## config.mk

```make
export PLATFORM = sky130hd
export DESIGN_NAME = des_result_collector
export DESIGN_NICKNAME = d
export VERILOG_FILES = /design/src/rtl/des_pkg.sv /design/src/rtl/des_result_fifo.sv /design/src/rtl/des_result_collector.sv
export SDC_FILE = /design/constraint.sdc
export NUM_CORES = 1
export LEC_CHECK = 0
export CAP_MARGIN = 20
export CORE_MARGIN = 4
export CORE_UTILIZATION = 55
export CTS_BUF_LIST = sky130_fd_sc_hd__clkbuf_4 sky130_fd_sc_hd__clkbuf_8
export DETAILED_ROUTE_END_ITERATION = 10
export MAX_ROUTING_LAYER = met4
export PLACE_DENSITY = 0.77
export SLEW_MARGIN = 15
export SYNTH_ARGS = -nofsm -noshare
export SYNTH_HDL_FRONTEND = slang
export SYNTH_HIERARCHICAL = 1
export SYNTH_SLANG_ARGS = --single-unit
```

## constraint.sdc

```tcl
create_clock -name clk -period 35.7 [get_ports clk]
set_clock_uncertainty 0.15 [all_clocks]
set_input_delay 3.57 -clock clk [delete_from_list [all_inputs] [get_ports clk]]
set_output_delay 3.57 -clock clk [all_outputs]
set_load 0.01 [all_outputs]
```

## src/rtl/des_pkg.sv

```systemverilog
`default_nettype none
// ============================================================================
// Module   : des_pkg
// Purpose  : Shared types and helpers for the DES result collector slice:
//            collector FSM encoding, default data widths, FIFO pointer width.
// Revision : 1.0 - initial release
// ============================================================================
package des_pkg;

  localparam int unsigned DES_CW_DEFAULT = 64;
  localparam int unsigned DES_DW_DEFAULT = 64;

  typedef enum logic [1:0] {
    ST_IDLE    = 2'd0,
    ST_CAPTURE = 2'd1,
    ST_ADVANCE = 2'd2,
    ST_RELEASE = 2'd3
  } coll_state_e;

  // Address bits plus one wrap bit, so full and empty are distinguishable.
  function automatic int unsigned ptr_width(input int unsigned depth);
    return $clog2(depth) + 1;
  endfunction

endpackage
`default_nettype wire

```

## src/rtl/des_result_fifo.sv

```systemverilog
`default_nettype none
// ============================================================================
// Module   : des_result_fifo
// Purpose  : Show-ahead synchronous FIFO. The head entry is presented on
//            rdata_o whenever the FIFO is not empty (zero otherwise). A
//            synchronous clear empties it and takes priority over push/pop.
// Revision : 1.0 - initial release
// ============================================================================
module des_result_fifo
  import des_pkg::*;
#(
  parameter int unsigned DEPTH = 8,
  parameter int unsigned W     = 128
) (
  input  logic                        clk,
  input  logic                        rst_n,
  input  logic                        clear_i,
  input  logic                        push_i,
  input  logic [W-1:0]                wdata_i,
  input  logic                        pop_i,
  output logic [W-1:0]                rdata_o,
  output logic                        empty_o,
  output logic                        full_o,
  output logic [ptr_width(DEPTH)-1:0] fill_level_o
);

  localparam int unsigned PW = ptr_width(DEPTH);
  localparam int unsigned AW = PW - 1;

  logic [W-1:0]  mem_q [DEPTH];
  logic [PW-1:0] wr_ptr_q;
  logic [PW-1:0] wr_ptr_d;
  logic [PW-1:0] rd_ptr_q;
  logic [PW-1:0] rd_ptr_d;
  logic          w_do_push;
  logic          w_do_pop;

  assign empty_o      = (wr_ptr_q == rd_ptr_q);
  assign full_o       = (wr_ptr_q[PW-1] != rd_ptr_q[PW-1]) &&
                        (wr_ptr_q[AW-1:0] == rd_ptr_q[AW-1:0]);
  assign fill_level_o = wr_ptr_q - rd_ptr_q;

  // A pop frees the head slot in the same cycle, so push is legal at full
  // only when paired with a real pop; a lone push at full is dropped.
  assign w_do_pop  = pop_i && !empty_o;
  assign w_do_push = push_i && (!full_o || w_do_pop);

  // Head entry is gated to zero while empty so stale storage never shows.
  assign rdata_o = empty_o ? '0 : mem_q[rd_ptr_q[AW-1:0]];

  // Pointer next-state; clear overrides both push and pop.
  always_comb begin
    wr_ptr_d = wr_ptr_q;
    rd_ptr_d = rd_ptr_q;
    if (clear_i) begin
      wr_ptr_d = '0;
      rd_ptr_d = '0;
    end else begin
      if (w_do_push) wr_ptr_d = wr_ptr_q + PW'(1);
      if (w_do_pop)  rd_ptr_d = rd_ptr_q + PW'(1);
    end
  end

  // Pointer registers.
  always_ff @(posedge clk or negedge rst_n) begin
    if (!rst_n) begin
      wr_ptr_q <= '0;
      rd_ptr_q <= '0;
    end else begin
      wr_ptr_q <= wr_ptr_d;
      rd_ptr_q <= rd_ptr_d;
    end
  end

  // Storage write; contents need no reset because reads are gated by empty.
  always_ff @(posedge clk) begin
    if (w_do_push && !clear_i) begin
      mem_q[wr_ptr_q[AW-1:0]] <= wdata_i;
    end
  end

endmodule
`default_nettype wire

```

## src/rtl/des_result_collector.sv

```systemverilog
`default_nettype none
// ============================================================================
// Module   : des_result_collector
// Purpose  : Captures {counter, ciphertext} test results from the DES block
//            wrapper into a show-ahead FIFO, handshakes the wrapper on to the
//            next test vector, stalls while the FIFO is full, and latches the
//            final counter when the search reports done.
// Revision : 1.0 - initial release
// ============================================================================
module des_result_collector
  import des_pkg::*;
#(
  parameter int unsigned DEPTH = 8,
  parameter int unsigned CW    = DES_CW_DEFAULT,
  parameter int unsigned DW    = DES_DW_DEFAULT
) (
  input  logic                        clk,
  input  logic                        rst_n,
  input  logic                        enable,
  input  logic                        clear,
  input  logic                        test_res_ready,
  input  logic                        done,
  input  logic [CW-1:0]               counter,
  input  logic [DW-1:0]               ciphertext,
  output logic                        advance_test_cmd,
  input  logic                        rd_en,
  output logic                        rd_empty,
  output logic [CW-1:0]               rd_counter,
  output logic [DW-1:0]               rd_ciphertext,
  output logic [ptr_width(DEPTH)-1:0] fill_level,
  output logic [CW-1:0]               final_counter,
  output logic                        final_valid,
  output logic                        stall
);

  coll_state_e      state_q;
  coll_state_e      state_d;
  logic             advance_q;
  logic             advance_d;
  logic [CW-1:0]    final_counter_q;
  logic [CW-1:0]    final_counter_d;
  logic             final_valid_q;
  logic             final_valid_d;
  logic             w_full;
  logic             w_push;
  logic             w_stall;
  logic [CW+DW-1:0] w_head;

  // Result FIFO; a push coinciding with clear is dropped inside the FIFO.
  des_result_fifo #(
    .DEPTH (DEPTH),
    .W     (CW + DW)
  ) u_fifo (
    .clk          (clk),
    .rst_n        (rst_n),
    .clear_i      (clear),
    .push_i       (w_push),
    .wdata_i      ({counter, ciphertext}),
    .pop_i        (rd_en),
    .rdata_o      (w_head),
    .empty_o      (rd_empty),
    .full_o       (w_full),
    .fill_level_o (fill_level)
  );

  assign rd_counter       = w_head[CW+DW-1:DW];
  assign rd_ciphertext    = w_head[DW-1:0];
  assign advance_test_cmd = advance_q;
  assign stall            = w_stall;
  assign final_counter    = final_counter_q;
  assign final_valid      = final_valid_q;

  // Handshake FSM: capture once, raise advance, wait for the wrapper to drop
  // its ready, then spend one cycle with advance low before looking again.
  // Enable only gates the start of a sequence, never its completion.
  always_comb begin
    state_d = state_q;
    w_push  = 1'b0;
    w_stall = 1'b0;
    unique case (state_q)
      ST_IDLE: begin
        if (enable && test_res_ready) begin
          if (w_full) w_stall = 1'b1;
          else        state_d = ST_CAPTURE;
        end
      end
      ST_CAPTURE: begin
        w_push  = 1'b1;
        state_d = ST_ADVANCE;
      end
      ST_ADVANCE: begin
        if (!test_res_ready) state_d = ST_RELEASE;
      end
      ST_RELEASE: begin
        state_d = ST_IDLE;
      end
      default: state_d = ST_IDLE;
    endcase
    advance_d = (state_d == ST_ADVANCE);
  end

  // FSM state and registered advance output.
  always_ff @(posedge clk or negedge rst_n) begin
    if (!rst_n) begin
      state_q   <= ST_IDLE;
      advance_q <= 1'b0;
    end else begin
      state_q   <= state_d;
      advance_q <= advance_d;
    end
  end

  // Done latch: the first done cycle seen while not yet valid captures the
  // counter (this covers both a rising edge and a level already high);
  // later done cycles are ignored until clear, which has priority.
  always_comb begin
    final_counter_d = final_counter_q;
    final_valid_d   = final_valid_q;
    if (clear) begin
      final_valid_d = 1'b0;
    end else if (done && !final_valid_q) begin
      final_counter_d = counter;
      final_valid_d   = 1'b1;
    end
  end

  // Done latch registers.
  always_ff @(posedge clk or negedge rst_n) begin
    if (!rst_n) begin
      final_counter_q <= '0;
      final_valid_q   <= 1'b0;
    end else begin
      final_counter_q <= final_counter_d;
      final_valid_q   <= final_valid_d;
    end
  end

endmodule
`default_nettype wire

```

==> impl_metrics.json, run 1 <==
{
  "setup.worst_path.class": "register to output port",
  "grt_max_degree": 164,
  "wirelength_um": 85960,
  "grt_use_total": 0.2223,
  "yosysUniqueCellTypes": 45,
  "p_per_area_nw_per_um2": 67.70,
  "slew_headroom": 0.2481,
  "grt-ovfl-total": 0,
  "clockBufferDepth": 3,
  "grt_pass1_wl_um": 131500,
  "worst_slack_ns": 26.99,
  "worstHoldPathCells": 1,
  "clock_latency_ns": 0.78,
  "std_cell_rows": 100,
  "worstHoldEndpoint": "final_counter[28]$_DFFE_PN0P_",
  "maxCapViolations": 0,
  "required_ns": 31.98,
  "p_int_mw": 2.467,
  "postCtsSetupBuffers": 0,
  "fin_tns_setup_ns": 0,
  "hp-class": "register to register",
  "nets": 2309,
  "antenna_found_initial": 5,
  "synth-main-ff-cell": "edfxtp_1",
  "p_switching_mw": 0.8844,
  "rsz0062_at_grt": "no",
  "tritoncts": "yes",
  "setup_violations": 0,
  "p_comb_frac": 0.246,
  "gp_congestion": 0.7518,
  "fp.dieW_um": 283.8,
  "ys_ff_latch": 1100,
  "slew_viol_final": 0,
  "wire_per_inst_um": 26.27,
  "finalPower_mw": 3.351,
  "fin_cells": 3272,
  "syn_to_final_growth_pct": 18.32,
  "syn_inst": 1724,
  "dp_hpwl_um": 45480,
  "cts_made_buffers": 170,
  "status": "completed",
  "cts_root_buf": "clkbuf_8",
  "arrival_ns": 4.99,
  "hold_viol_final": 0,
  "reg2reg_slack_ns": 30.86,
  "syn_nets": 1868,
  "ir_worst_vdd_mv": 0.05897,
  "seq_power_share": 0.445,
  "reg2regPathDepth": 8,
  "regToRegEndpoint": "u_fifo/mem_q[2][50]$_DFFE_PP_",
  "power_leakage_nw": 15.90,
  "r2r-start": "u_fifo/rd_ptr_q[1]$_DFFE_PN0P_",
  "fp.dieH_um": 283.8,
  "drt_iter0_markers": 1561,
  "start_util": 0.5583,
  "io_buffers": 334,
  "post-place-cells": 2960,
  "clk_pin_slew_ns": 0.06,
  "finalCritPeriodShare": 0.2440,
  "htree_num_levels": 4,
  "yosysSeqAreaShare": 0.7804,
  "core_area_um2": 74950,
  "dr_total_vias": 19490,
  "worstSetupEndpointType": "output port",
  "pwr-share-clk": 0.310,
  "cts_resized": 0,
  "cts-hold-fix-buffers": 0,
  "drc": 0,
  "p_sw_frac": 0.2639,
  "final_common_cell": "edfxtp_1",
  "grt_pass1_vias": 21440,
  "min_period_ns": 8.710,
  "dr.pass1.iters": 5,
  "fillers": 4684,
  "crit_fanout": 65,
  "async_flop_share": 0.06909,
  "drt-vias-per-instance": 5.957,
  "utilization": 0.6605,
  "fmaxAchievable_ghz": 0.1148,
  "ant_nets": 0,
  "synth_edf_count": 1024,
  "start_kind": "register",
  "num_io_pins": 335,
  "syn_area_um2": 41840,
  "tightest_slew_ns": 1.128,
  "drive_gt1_frac": 0.2807,
  "multiInputGateArea_um2": 8458,
  "final_cell_mix": "edfxtp_1, clkdlybuf4s50_1, mux4_2, clkbuf_8, a22o_1",
  "yosysWarnings": 6,
  "die_area_um2": 80550,
  "clock-sinks": 1100,
  "place_ws_ns": 27.16,
  "hp-start": "final_counter[28]$_DFFE_PN0P_",
  "syn_avg_cell_area_um2": 24.27,
  "regArea_um2": 32660
}
## layout make-up
class	count	share of cell area
Antenna cell	5	0.0002527
Multi-Input combinational cell	521	0.1709
Sequential cell	1100	0.6597
Clock inverter	59	0.009149
Clock buffer	246	0.06030
Inverter	9	0.0006824
Tap cell	969	0.02449
Timing Repair Buffer	363	0.07456
## flip-flops by register name, indices dropped and copies added, names as in the netlist
signal            cells
u_fifo/wr_ptr_q       4
state_q               2
u_fifo/mem_q       1024
final_valid           1
final_counter        64
u_fifo/rd_ptr_q       4
advance_test_cmd      1
## cells in the mapped netlist (2+ instances only)
cell,count,share of area
edfxtp_1,1024,0.73
mux4_2,256,0.14
a22o_1,128,0.027
dfrtp_1,76,0.045
mux2_4,60,0.022
buf_4,36,0.0065
clkbuf_1,23,0.0021
nor2_1,16,0.0014
buf_2,9,0.0011
inv_1,9,0.00081
buf_6,8,0.0022
buf_8,8,0.0029
ha_1,8,0.0024
buf_12,7,0.0033
nand2_1,6,0.00054
mux2_2,4,0.0011
o21ai_0,4,0.00048
buf_1,3,0.00027
xnor2_1,3,0.00063
xor2_1,3,0.00063
a21oi_1,2,0.00024
and4_1,2,0.00042
mux2i_1,2,0.00048
nor2_4,2,0.00054
nor2b_1,2,0.00030
nor3_1,2,0.00024
nor3b_1,2,0.00036
or3_1,2,0.00030
## worst max-delay path by stage
stage                                        start                           end  slack (ns)  cells after the start
floorplan                                    clear  u_fifo/mem_q[0][0]$_DFFE_PP_       22.08                      4
global placement                    test_res_ready                         stall       27.15                      3
detailed placement                  test_res_ready                         stall       27.16                      3
CTS                 u_fifo/rd_ptr_q[1]$_DFFE_PN0P_             rd_ciphertext[11]       26.90                      9
global route        u_fifo/rd_ptr_q[1]$_DFFE_PN0P_                rd_counter[56]       26.74                      9
finish              u_fifo/rd_ptr_q[1]$_DFFE_PN0P_                 rd_counter[3]       26.99                      9
## worst max-delay path, stage by stage (launching register included)
cell and delay [ns]:
dfrtp_4 0.79, inv_1 0.10, ha_1 0.33, nand3_2 0.18, nor2_4 0.09, nor2_4 0.08, buf_4 0.75, buf_4 0.92
a22o_1 0.35, clkdlybuf4s50_1 0.57
## per-stage QoR
stage | instance area, µm² | hold WS, ns
global placement | 45990 | 0.3432
detailed placement | 46010 | 0.3420
finish | 49510 | 0.3610
floorplan | 41840 | 0.4011
CTS | 49440 | 0.3612
global route | 49510 | 0.3754
## power groups by stage
| stage | Combinational [mW] | Clock, mW | Sequential, mW |
|---|---|---|---|
| after floorplan | 0.495 | 0 | 1.52 |
| after global placement | 0.822 | 0 | 1.51 |
| after detailed placement | 0.827 | 0 | 1.52 |
| after CTS | 0.832 | 1.06 | 1.49 |
| after global routing | 0.873 | 1.13 | 1.49 |
| final | 0.824 | 1.04 | 1.49 |
## metal layers
layer	vias to the layer above	part of all wire	GRT usage	wire length [µm]
li1	8300	-	-	-
met5	-	0	-	0
met3	113	0.065	0.04691	5630
met2	691	0.52	0.3648	44450
met4	0	0.015	0.05785	1269
met1	10390	0.40	0.2890	34610
## kinds of logic after synthesis
group	synth area share
AOI/OAI and AO/OA	0.02883
muxes	0.1609
DFF	0.7804
adders and majority gates	0.002871
buffers and inverters	0.01905
xor gates and xnor gates	0.002034
and+or+nand+nor	0.005951
Note: power is estimated with default switching activity, not from simulation.
==> run 2, diff against run 1 <==
- CORE_UTILIZATION: 55 -> 54
- PLACE_DENSITY: 0.77 -> 0.79
- clock period: 35.7 -> 7.55 ns (I/O delays scaled with it)
==> run 2 against run 1 <==
  * Routed wire length grew 2.4%
  * Total power grew to 4.8 times the previous value
  * Cell count grew 2.1%
  * Critical endpoint is now rd_ciphertext[49]
  * Critical path type unchanged
==> impl_metrics.json, run 2 (synthesis results as in run 1) <==
{
  "syn_to_final_growth_pct": 18.84,
  "grt_use_total": 0.2254,
  "hold_viol_final": 0,
  "regToRegEndpoint": "u_fifo/mem_q[5][120]$_DFFE_PP_",
  "setup_violations": 0,
  "worst_slack_ns": 1.824,
  "min_period_ns": 5.726,
  "hp-class": "primary input to async pin",
  "post-place-cells": 3020,
  "dp_hpwl_um": 47950,
  "largest_reg_flops": 1024,
  "slew_viol_final": 0,
  "tightest_slew_ns": 1.121,
  "final_common_cell": "edfxtp_1",
  "clk_pin_slew_ns": 0.06,
  "power_leakage_nw": 15.96,
  "start_kind": "register",
  "fin_tns_setup_ns": 0,
  "clock_latency_ns": 0.78,
  "nets": 2306,
  "start_util": 0.5482,
  "fp.dieW_um": 286.4,
  "htree_num_levels": 4,
  "grt-ovfl-total": 0,
  "path_delay_family": "flip-flops",
  "gp_congestion": 0.7536,
  "grt_pass1_wl_um": 134100,
  "num_io_pins": 335,
  "r2r-start": "u_fifo/rd_ptr_q[1]$_DFFE_PN0P_",
  "worstSetupEndpointType": "output port",
  "worstPathCellList": "inv_1 > ha_1 > nand3_2 > nor2_4 > nor2_4 > buf_12 > a22o_1 > clkdlybuf4s50_1",
  "cts_root_buf": "clkbuf_8",
  "status": "completed",
  "core_area_um2": 76330,
  "p_sw_frac": 0.2630,
  "antenna_found_initial": 7,
  "pwr-share-clk": 0.316,
  "p_switching_mw": 4.199,
  "whs_ns": 0.2388,
  "drt_iter0_markers": 1859,
  "slew_headroom": 0.2529,
  "io_buffers": 334,
  "critPathBufInv": 3,
  "dr_total_vias": 19630,
  "cts_made_buffers": 169,
  "crit_top_cell": "nor2_4",
  "wire_per_inst_um": 26.35,
  "std_cell_rows": 101,
  "fin_cells": 3341,
  "required_ns": 6.64,
  "utilization": 0.6514,
  "p_per_area_nw_per_um2": 321.1,
  "grt_pass1_vias": 21320,
  "fp.dieH_um": 286.4,
  "p_int_mw": 11.77,
  "seq_power_share": 0.443,
  "drive_gt1_frac": 0.2843,
  "crit_fanout": 112,
  "finalPower_mw": 15.97,
  "reg2reg_slack_ns": 3.02,
  "clockBufferDepth": 3,
  "grt_max_degree": 129,
  "setup.worst_path.class": "register to output port",
  "final_area_um2": 49720,
  "clock-sinks": 1100,
  "dr.pass1.iters": 5,
  "maxCapViolations": 0,
  "fmaxAchievable_ghz": 0.1746,
  "p_comb_frac": 0.241,
  "critPathMaxStageDelay_ns": 1.14,
  "wirelength_um": 88040,
  "place_ws_ns": 2.686,
  "rsz0062_at_grt": "no",
  "reg2regPathDepth": 7,
  "place_area_um2": 46110,
  "ant_nets": 0,
  "ir_worst_vdd_mv": 0.4012,
  "postCtsSetupBuffers": 0,
  "die_area_um2": 82000,
  "drt-vias-per-instance": 5.876,
  "finalCritPeriodShare": 0.7585,
  "drc": 0,
  "fillers": 4906,
  "tritoncts": "yes",
  "final_cell_mix": "edfxtp_1, clkdlybuf4s50_1, mux4_2, clkbuf_8, a22o_1",
  "arrival_ns": 4.82,
  "slowest_stage": "dfrtp_4"
}
-- run 2: cell types whose count changed in the layout (fill, tap and decap cells not counted), moves of 2 or more --
cell,previous run,this run
clkbuf_4,64,73
clkbuf_8,182,190
clkinv_1,28,23
clkinv_2,14,10
buf_4,20,17
diode_2,5,7
inv_12,1,3
nor3_2,2,0
nor3_4,0,2
-- run 2: worst max path at each step --
stage,from,end,cells after the start
floorplan,u_fifo/rd_ptr_q[1]$_DFFE_PN0P_,u_fifo/mem_q[6][0]$_DFFE_PP_,9
global placement,u_fifo/rd_ptr_q[1]$_DFFE_PN0P_,rd_counter[60],8
detailed placement,u_fifo/rd_ptr_q[1]$_DFFE_PN0P_,rd_counter[60],8
CTS,u_fifo/rd_ptr_q[1]$_DFFE_PN0P_,rd_counter[60],8
global route,u_fifo/rd_ptr_q[1]$_DFFE_PN0P_,rd_counter[37],8
finish,u_fifo/rd_ptr_q[1]$_DFFE_PN0P_,rd_ciphertext[49],8
-- run 2: routing by layer --
layer / share of wire / GRT usage / up-vias
met3: 0.072 / 0.05179 / 138
met1: 0.40 / 0.3015 / 10420
met2: 0.51 / 0.3540 / 767
li1: - / - / 8304
met4: 0.021 / 0.06768 / 0
met5: 0 / - / -
-- run 2: worst register-to-register path: stages (launching register included) --
cell,delay [ns]
dfrtp_4,1.14
inv_1,0.14
ha_1,0.35
nand3_2,0.18
or3_1,0.16
nand4b_1,0.42
nor2_4,0.72
buf_4,0.83
-- run 2: power groups by stage --
stage / combinational (mW) / clock [mW] / sequential, mW
4_1_cts: 3.91 / 5.17 / 7.08
5_1_grt: 4.07 / 5.50 / 7.10
2_1_floorplan: 2.34 / 0 / 7.17
6_report: 3.84 / 5.05 / 7.08
3_5_place_dp: 3.90 / 0 / 7.20
3_3_place_gp: 3.85 / 0 / 7.18
-- run 2: area by class of cell --
cell class	count	area, µm²	area share
Antenna cell	7	17.52	0.0003523
Clock buffer	263	3163	0.06361
Clock inverter	50	420.4	0.008455
Inverter	9	33.78	0.0006794
Multi-Input combinational cell	521	8471	0.1704
Sequential cell	1100	32660	0.6568
Tap cell	1030	1289	0.02592
Timing Repair Buffer	361	3671	0.07383
-- run 2: repair_timing --
item / in CTS / in global routing
hold endpoints to repair: 23 / 0
hold buffers: 1 / 0
resized for setup: 0 / 0
